===== src/rtl/add_np_if.sv =====
// Operand/result handshake bundle for the segmented pipelined adder.
// slave = adder side, master = producer/consumer side.
interface add_np_if #(
    parameter int WIDTH = 16
);
    logic             in_valid;
    logic             in_ready;
    logic [WIDTH-1:0] x;
    logic [WIDTH-1:0] y;
    logic             sub;
    logic             out_valid;
    logic             out_ready;
    logic [WIDTH-1:0] sum;
    logic             cout;
    logic             ovf;

    modport slave (
        input  in_valid, x, y, sub, out_ready,
        output in_ready, out_valid, sum, cout, ovf
    );

    modport master (
        output in_valid, x, y, sub, out_ready,
        input  in_ready, out_valid, sum, cout, ovf
    );
endinterface


===== src/rtl/add_np.sv =====
// Segmented pipelined adder/subtractor. The carry ripples one SEG_WIDTH
// segment per clock. Each stage register carries the full operand words
// forward (skew) and the partially built sum (deskew); bits no later stage
// reads are dead and get trimmed. One global advance enable stalls everything.

// One segment of the ripple: SW-bit add with carry in/out.
module add_np_seg #(
    parameter int SW = 8
) (
    input  logic [SW-1:0] a,
    input  logic [SW-1:0] b,
    input  logic          ci,
    output logic [SW-1:0] s,
    output logic          co
);
    assign {co, s} = {1'b0, a} + {1'b0, b} + {{SW{1'b0}}, ci};
endmodule

module add_np #(
    parameter int WIDTH     = 16,
    parameter int SEG_WIDTH = 8
) (
    input  logic     clk,
    input  logic     rst_n,
    add_np_if.slave  bus
);
    localparam int NUM_SEG = WIDTH / SEG_WIDTH;
    localparam int STAGES  = NUM_SEG - 1;
    localparam logic [WIDTH-1:0] SEG_MASK = WIDTH'({SEG_WIDTH{1'b1}});

    if ((WIDTH % SEG_WIDTH) != 0 || NUM_SEG < 1) begin : g_bad_seg
        $error("add_np: WIDTH must be a non-zero multiple of SEG_WIDTH");
    end
    if ($bits(bus.x) != WIDTH) begin : g_bad_if
        $error("add_np: interface WIDTH does not match adder WIDTH");
    end

    logic                                 adv;
    logic [WIDTH-1:0]                     b_in;
    logic [STAGES:0]                      vld_pipe;
    // stage inputs (a*, b*, cin, partial sum) and next values
    logic [NUM_SEG-1:0][WIDTH-1:0]        ax, by, sin, sd;
    logic [NUM_SEG-1:0]                   cin, seg_c;
    logic [NUM_SEG-1:0][SEG_WIDTH-1:0]    seg_s;
    // stage registers
    logic [NUM_SEG-1:0][WIDTH-1:0]        xq, yq, sq;
    logic [NUM_SEG-1:0]                   cq;
    logic                                 ovf_d, ovf_q;
    logic                                 unused_bits;

    // subtraction is x + ~y + 1; the +1 enters as stage-0 carry-in
    assign b_in = bus.sub ? ~bus.y : bus.y;

    for (genvar k = 0; k < NUM_SEG; k++) begin : g_seg
        if (k == 0) begin : g_first
            assign ax[k]  = bus.x;
            assign by[k]  = b_in;
            assign cin[k] = bus.sub;
            assign sin[k] = '0;
        end else begin : g_next
            assign ax[k]  = xq[k-1];
            assign by[k]  = yq[k-1];
            assign cin[k] = cq[k-1];
            assign sin[k] = sq[k-1];
        end

        add_np_seg #(.SW(SEG_WIDTH)) u_seg (
            .a  (ax[k][k*SEG_WIDTH +: SEG_WIDTH]),
            .b  (by[k][k*SEG_WIDTH +: SEG_WIDTH]),
            .ci (cin[k]),
            .s  (seg_s[k]),
            .co (seg_c[k])
        );

        // drop this stage's segment into the partial sum travelling along
        assign sd[k] = (sin[k] & ~(SEG_MASK << (k*SEG_WIDTH)))
                     | (WIDTH'(seg_s[k]) << (k*SEG_WIDTH));
    end

    // signed overflow from operand MSBs that reached the last stage
    assign ovf_d = (ax[STAGES][WIDTH-1] == by[STAGES][WIDTH-1])
                && (sd[STAGES][WIDTH-1] != ax[STAGES][WIDTH-1]);

    assign adv           = !vld_pipe[STAGES] || bus.out_ready;
    assign bus.in_ready  = adv;
    assign bus.out_valid = vld_pipe[STAGES];
    assign bus.sum       = sq[STAGES];
    assign bus.cout      = cq[STAGES];
    assign bus.ovf       = ovf_q;

    // operand copies past the last stage and already-consumed segments are dead
    assign unused_bits = ^{xq, yq};

    // pipeline advance: all stages move together or all hold
    always_ff @(posedge clk or negedge rst_n) begin
        if (!rst_n) begin
            vld_pipe <= '0;
            xq       <= '0;
            yq       <= '0;
            sq       <= '0;
            cq       <= '0;
            ovf_q    <= 1'b0;
        end else if (adv) begin
            vld_pipe[0] <= bus.in_valid;
            for (int k = 1; k < NUM_SEG; k++) vld_pipe[k] <= vld_pipe[k-1];
            xq    <= ax;
            yq    <= by;
            sq    <= sd;
            cq    <= seg_c;
            ovf_q <= ovf_d;
        end
    end
endmodule


===== src/flat_wrapper.sv =====
// flat-port wrapper written by rule: the top's interface ports become plain ports
module add_np_flat 
#(
    parameter int WIDTH     = 16,
    parameter int SEG_WIDTH = 8
)
  (clk, rst_n, bus_in_valid, bus_x, bus_y, bus_sub, bus_out_ready, bus_in_ready, bus_out_valid, bus_sum, bus_cout, bus_ovf);
  add_np_if #(.WIDTH(WIDTH)) bus_i ();
  input  logic clk;
  input  logic rst_n;
  input wire logic [$bits(bus_i.in_valid)-1:0] bus_in_valid;
  input wire logic [$bits(bus_i.x)-1:0] bus_x;
  input wire logic [$bits(bus_i.y)-1:0] bus_y;
  input wire logic [$bits(bus_i.sub)-1:0] bus_sub;
  input wire logic [$bits(bus_i.out_ready)-1:0] bus_out_ready;
  output wire logic [$bits(bus_i.in_ready)-1:0] bus_in_ready;
  output wire logic [$bits(bus_i.out_valid)-1:0] bus_out_valid;
  output wire logic [$bits(bus_i.sum)-1:0] bus_sum;
  output wire logic [$bits(bus_i.cout)-1:0] bus_cout;
  output wire logic [$bits(bus_i.ovf)-1:0] bus_ovf;
  assign bus_i.in_valid = bus_in_valid;
  assign bus_i.x = bus_x;
  assign bus_i.y = bus_y;
  assign bus_i.sub = bus_sub;
  assign bus_i.out_ready = bus_out_ready;
  assign bus_in_ready = bus_i.in_ready;
  assign bus_out_valid = bus_i.out_valid;
  assign bus_sum = bus_i.sum;
  assign bus_cout = bus_i.cout;
  assign bus_ovf = bus_i.ovf;
  add_np #(.WIDTH(WIDTH), .SEG_WIDTH(SEG_WIDTH)) u_core (.clk(clk), .rst_n(rst_n), .bus(bus_i));
endmodule

===== config.mk =====
export PLATFORM = sky130hd
export DESIGN_NAME = add_np_flat
export DESIGN_NICKNAME = d
export VERILOG_FILES = /design/src/rtl/add_np_if.sv /design/src/rtl/add_np.sv /design/src/flat_wrapper.sv
export SDC_FILE = /design/constraint.sdc
export NUM_CORES = 1
export LEC_CHECK = 0
export CELL_PAD_IN_SITES_DETAIL_PLACEMENT = 1
export CELL_PAD_IN_SITES_GLOBAL_PLACEMENT = 2
export CORE_UTILIZATION = 32
export CTS_CLUSTER_DIAMETER = 80
export DETAILED_ROUTE_END_ITERATION = 16
export PLACE_DENSITY_LB_ADDON = 0.1
export SLEW_MARGIN = 20
export SYNTH_ARGS = -nofsm -noshare
export SYNTH_HDL_FRONTEND = slang
export SYNTH_SLANG_ARGS = --single-unit

===== constraint.sdc =====
create_clock -name clk -period 4.1 [get_ports clk]
set_input_delay 0.615 -clock clk [delete_from_list [all_inputs] [get_ports clk]]
set_output_delay 0.615 -clock clk [all_outputs]
set_load 0.02 [all_outputs]

==> metrics.md <==
| Metric | Value |
|---|---|
| Wirelength per Cell | approximately 13 µm |
| Initial drt markers | 74 |
| Final GP Congestion | just over 0.7 |
| TNS Setup | 0 ns |
| RSZ-0062 raised after global routing | false |
| Clock Sinks | between 40 and 50 |
| Slew @ Worst Pin | approximately 0.59 ns |
| Post-cts resize count | 0 |
| Slew HR | around 60% |
| Ys async rst share | 100% |
| Clock Skews | around 0.0040 ns |
| Clock Path Buffers | 2 |
| Clk slew on worst S/H paths | approximately 0.09 ns |
| CP Capture Type | flop |
| Initial antenna violation count | 0 |
| Syn_nets | around 320 |
| Count of nets after finishing | 376 |
| Placed instance area | 0.00309 mm² |
| CP Class | in -> reg |
| Synth Register Bits | 45 |
| H-tree Lvls | 2 |
| Fin. max-slew vios | 0 |
| Syn. warnings | 0 |
| Hold WC Path Type | in -> async |
| Synth Area in XOR/XNOR | around 9.0% |
| Critical path's slowest cell | clkdlybuf4s50_1 |
| Startpoint types | primary input |
| Main synth FF type | dfrtp_1 |
| Worst r2r src | u_core.cq[0] |
| CTS tree | built |
| Post-CTS Hold Fix Bufs | 0 |
| Antenna Nets Post-Route | 0 |
| Post-synth EDFFs | 0 |
| Vias in the first global route | between 1.5k and 2k |
| Worst path max stage delay | around 0.75 ns |
| Core ar. | around 0.0073 mm² |
| Pre-antenna DRT Iters | 4 |
| Syn-to-layout area delta | 32.5% |
| Pwr dens | ~530 mW/mm² |
| Clock buffer count from CTS | 5 |
| FMAX | about 380 MHz |
| Commonest non-fill, non-tap cell in the layout | nand2_1 |
| WP data arrival | 2.88 ns |
| Status | finished clean |
| Post-CTS Setup Bufs | 0 |
| Diodes inserted | 0 |
| CTS Root Cell | clkbuf_8 |
| Mapped Cells | ~270 |
| Total power | about 0.0017 W |
| Starting density of the core | between 30% and 40% |
| Mux share of post-synthesis cell area | less than 1% |
| Drc violations | 0 |
| Crit path max fanout | 8 |
| LEAKAGE | ~1.4 nW |
| Period utilization | ~65% |
| Largest family of logic cells by synthesized area | simple AND/OR/NAND/NOR gates |
| Max-capacitance violation count | 0 |
| Synth Area in Adders | 9.65% |
| R2R Setup Slk | roughly 1.8 ns |
| Worst Reg-to-Reg Cells | 7 |
| Synth cell types | 34 |
| First-pass GRT wire length | 9330 µm |
| I/O pins | between 50 and 60 |
| Hold Violations, Final | 0 |
| Worst r2r dst | u_core.bus.sum[14] |
| Final Setup Violations | 0 |
| Vias per inst | roughly 4.6 |
| Mean Syn Cell Area | 9.13 µm² |
| Seq/Total Area, Yosys | 46.2% |
| Most frequent cells in the layout | 84 x nand2_1, 55 x clkdlybuf4s50_1, 45 x dfrtp_1, 15 x o21ai_0 |
| Die Area | between 0.007 and 0.008 mm² |
| Die extent in y | ~89 µm |
| Port Buffers | 56 |
| Worst path cell trace | clkdlybuf4s50_1, xor2_1, inv_1, fa_1, nor2b_1, o31ai_2, a21oi_1, o21ai_0, a31oi_1 |
| Total grt overflow | 0 |
| Routed WL | about 5600 µm |
| Share of post-route cells with drive strength above 1 | approximately 6.5% |
| Simple-gate share of the synthesized area | between 10% and 20% |
| Synth Area in Compound Gates | around 14% |
| VDD IR max | 0.142 mV |
| Vias after detailed routing | roughly 1.9k |
| DP HPWL | around 4000 µm |
| Final worst path period need | between 2 and 3 ns |
| Mapped Area | ~0.0024 mm² |
| Horiz. Die Dim | 89.3 µm |
| Largest net degree at the start of global routing | 55 |
| GRT Total Usage | between 15 and 20% |
| Placement Rows | 31 |
| Post-route cell area | ~0.0032 mm² |
| Critical Path RT | 4.33 ns |
| Clock Latency Late Sink | approximately 0.3 ns |
kinds of logic (layout without fill, tap and decap cells):
kind of cell	after synthesis	after routing
AO/OA/AOI/OAI	52	52
adder cells (fa/ha/maj)	17	17
flip-flops	45	45
buffers and inverters	19	75
XOR/XNOR	25	25
multiplexers	1	1
AND/OR/NAND/NOR	108	108
registers in the layout, indices dropped and copies added, names as in the netlist:
name	flops
u_core.by	8
u_core.sin	8
u_core.bus.sum	16
u_core.vld_pipe	2
u_core.cq	2
u_core.bus.ovf	1
u_core.ax	8
where the power goes:
group,switching [W],internal [W]
combinational,0.000351,0.000310
clock,0.000160,0.000242
sequential,0.0000695,0.000564
total,0.000581,0.00112
metal layers:
layer	up-vias	GRT usage, %	share of wire, %
met5	-	0	0
met4	0	5.19	1.4
met3	6	3.42	3.5
met2	38	23.0	43
met1	907	22.7	53
li1	986	-	-
Yosys cell counts, types with 2 or more instances:
cell       n  area share, %
a211oi_1   2           0.62
a21o_1     2           0.62
a21oi_1   13            2.7
a31oi_1    2           0.51
buf_2      4           0.82
clkbuf_1   5           0.77
dfrtp_1   45             46
fa_1       3            2.5
ha_1      14            7.2
inv_1      7            1.1
nand2_1   84             13
nor2_1    14            2.2
nor2b_1    2           0.51
nor3_1     5            1.0
o21a_1     2           0.62
o21ai_0   15            3.1
o21ai_1    6            1.2
o31ai_1    2           0.62
o31ai_2    2            1.0
xnor2_1   12            4.3
xor2_1    13            4.7
layout make-up:
type                    count  area [µm²]
flip-flops and latches     45        1130
well taps                  99         124
inverters                   8        30.0
repair buffers             59         581
fillers                   871        4060
multi-input cells         203        1230
clock inverters             3        65.1
clock buffers               5        68.8
metrics by stage:
| step | worst slack (ns) | hold WS (ns) | utilization [%] | instances |
|---|---|---|---|---|
| floorplan | 1.73 | 0.319 | - | 267 |
| global placement | 1.19 | 0.440 | 42.4 | 414 |
| detailed placement | 1.10 | 0.461 | 42.4 | 414 |
| CTS | 1.41 | 0.483 | 44.3 | 422 |
| global route | 1.21 | 0.356 | 44.3 | 422 |
| finish | 1.45 | 0.307 | 44.3 | 422 |
critical path: cells and delay by family:
kind / cells / cell delay (ns)
buf+inv: 2 / 0.83
compound gates: 4 / 0.56
fa+ha+maj: 1 / 0.43
xor+xnor: 1 / 0.24
simple gates: 1 / 0.19
how the worst max path moves through the flow:
| stage | start | to | slack [ns] |
|---|---|---|---|
| 6_report | bus_sub | u_core.cq[0] | 1.45 |
| 5_1_grt | bus_sub | u_core.cq[0] | 1.21 |
| 4_1_cts | bus_sub | u_core.cq[0] | 1.41 |
| 3_5_place_dp | bus_sub | u_core.cq[0] | 1.10 |
| 3_3_place_gp | bus_sub | u_core.cq[0] | 1.19 |
| 2_1_floorplan | bus_sub | u_core.cq[0] | 1.73 |
No activity file was read; power rests on OpenSTA's default activity.
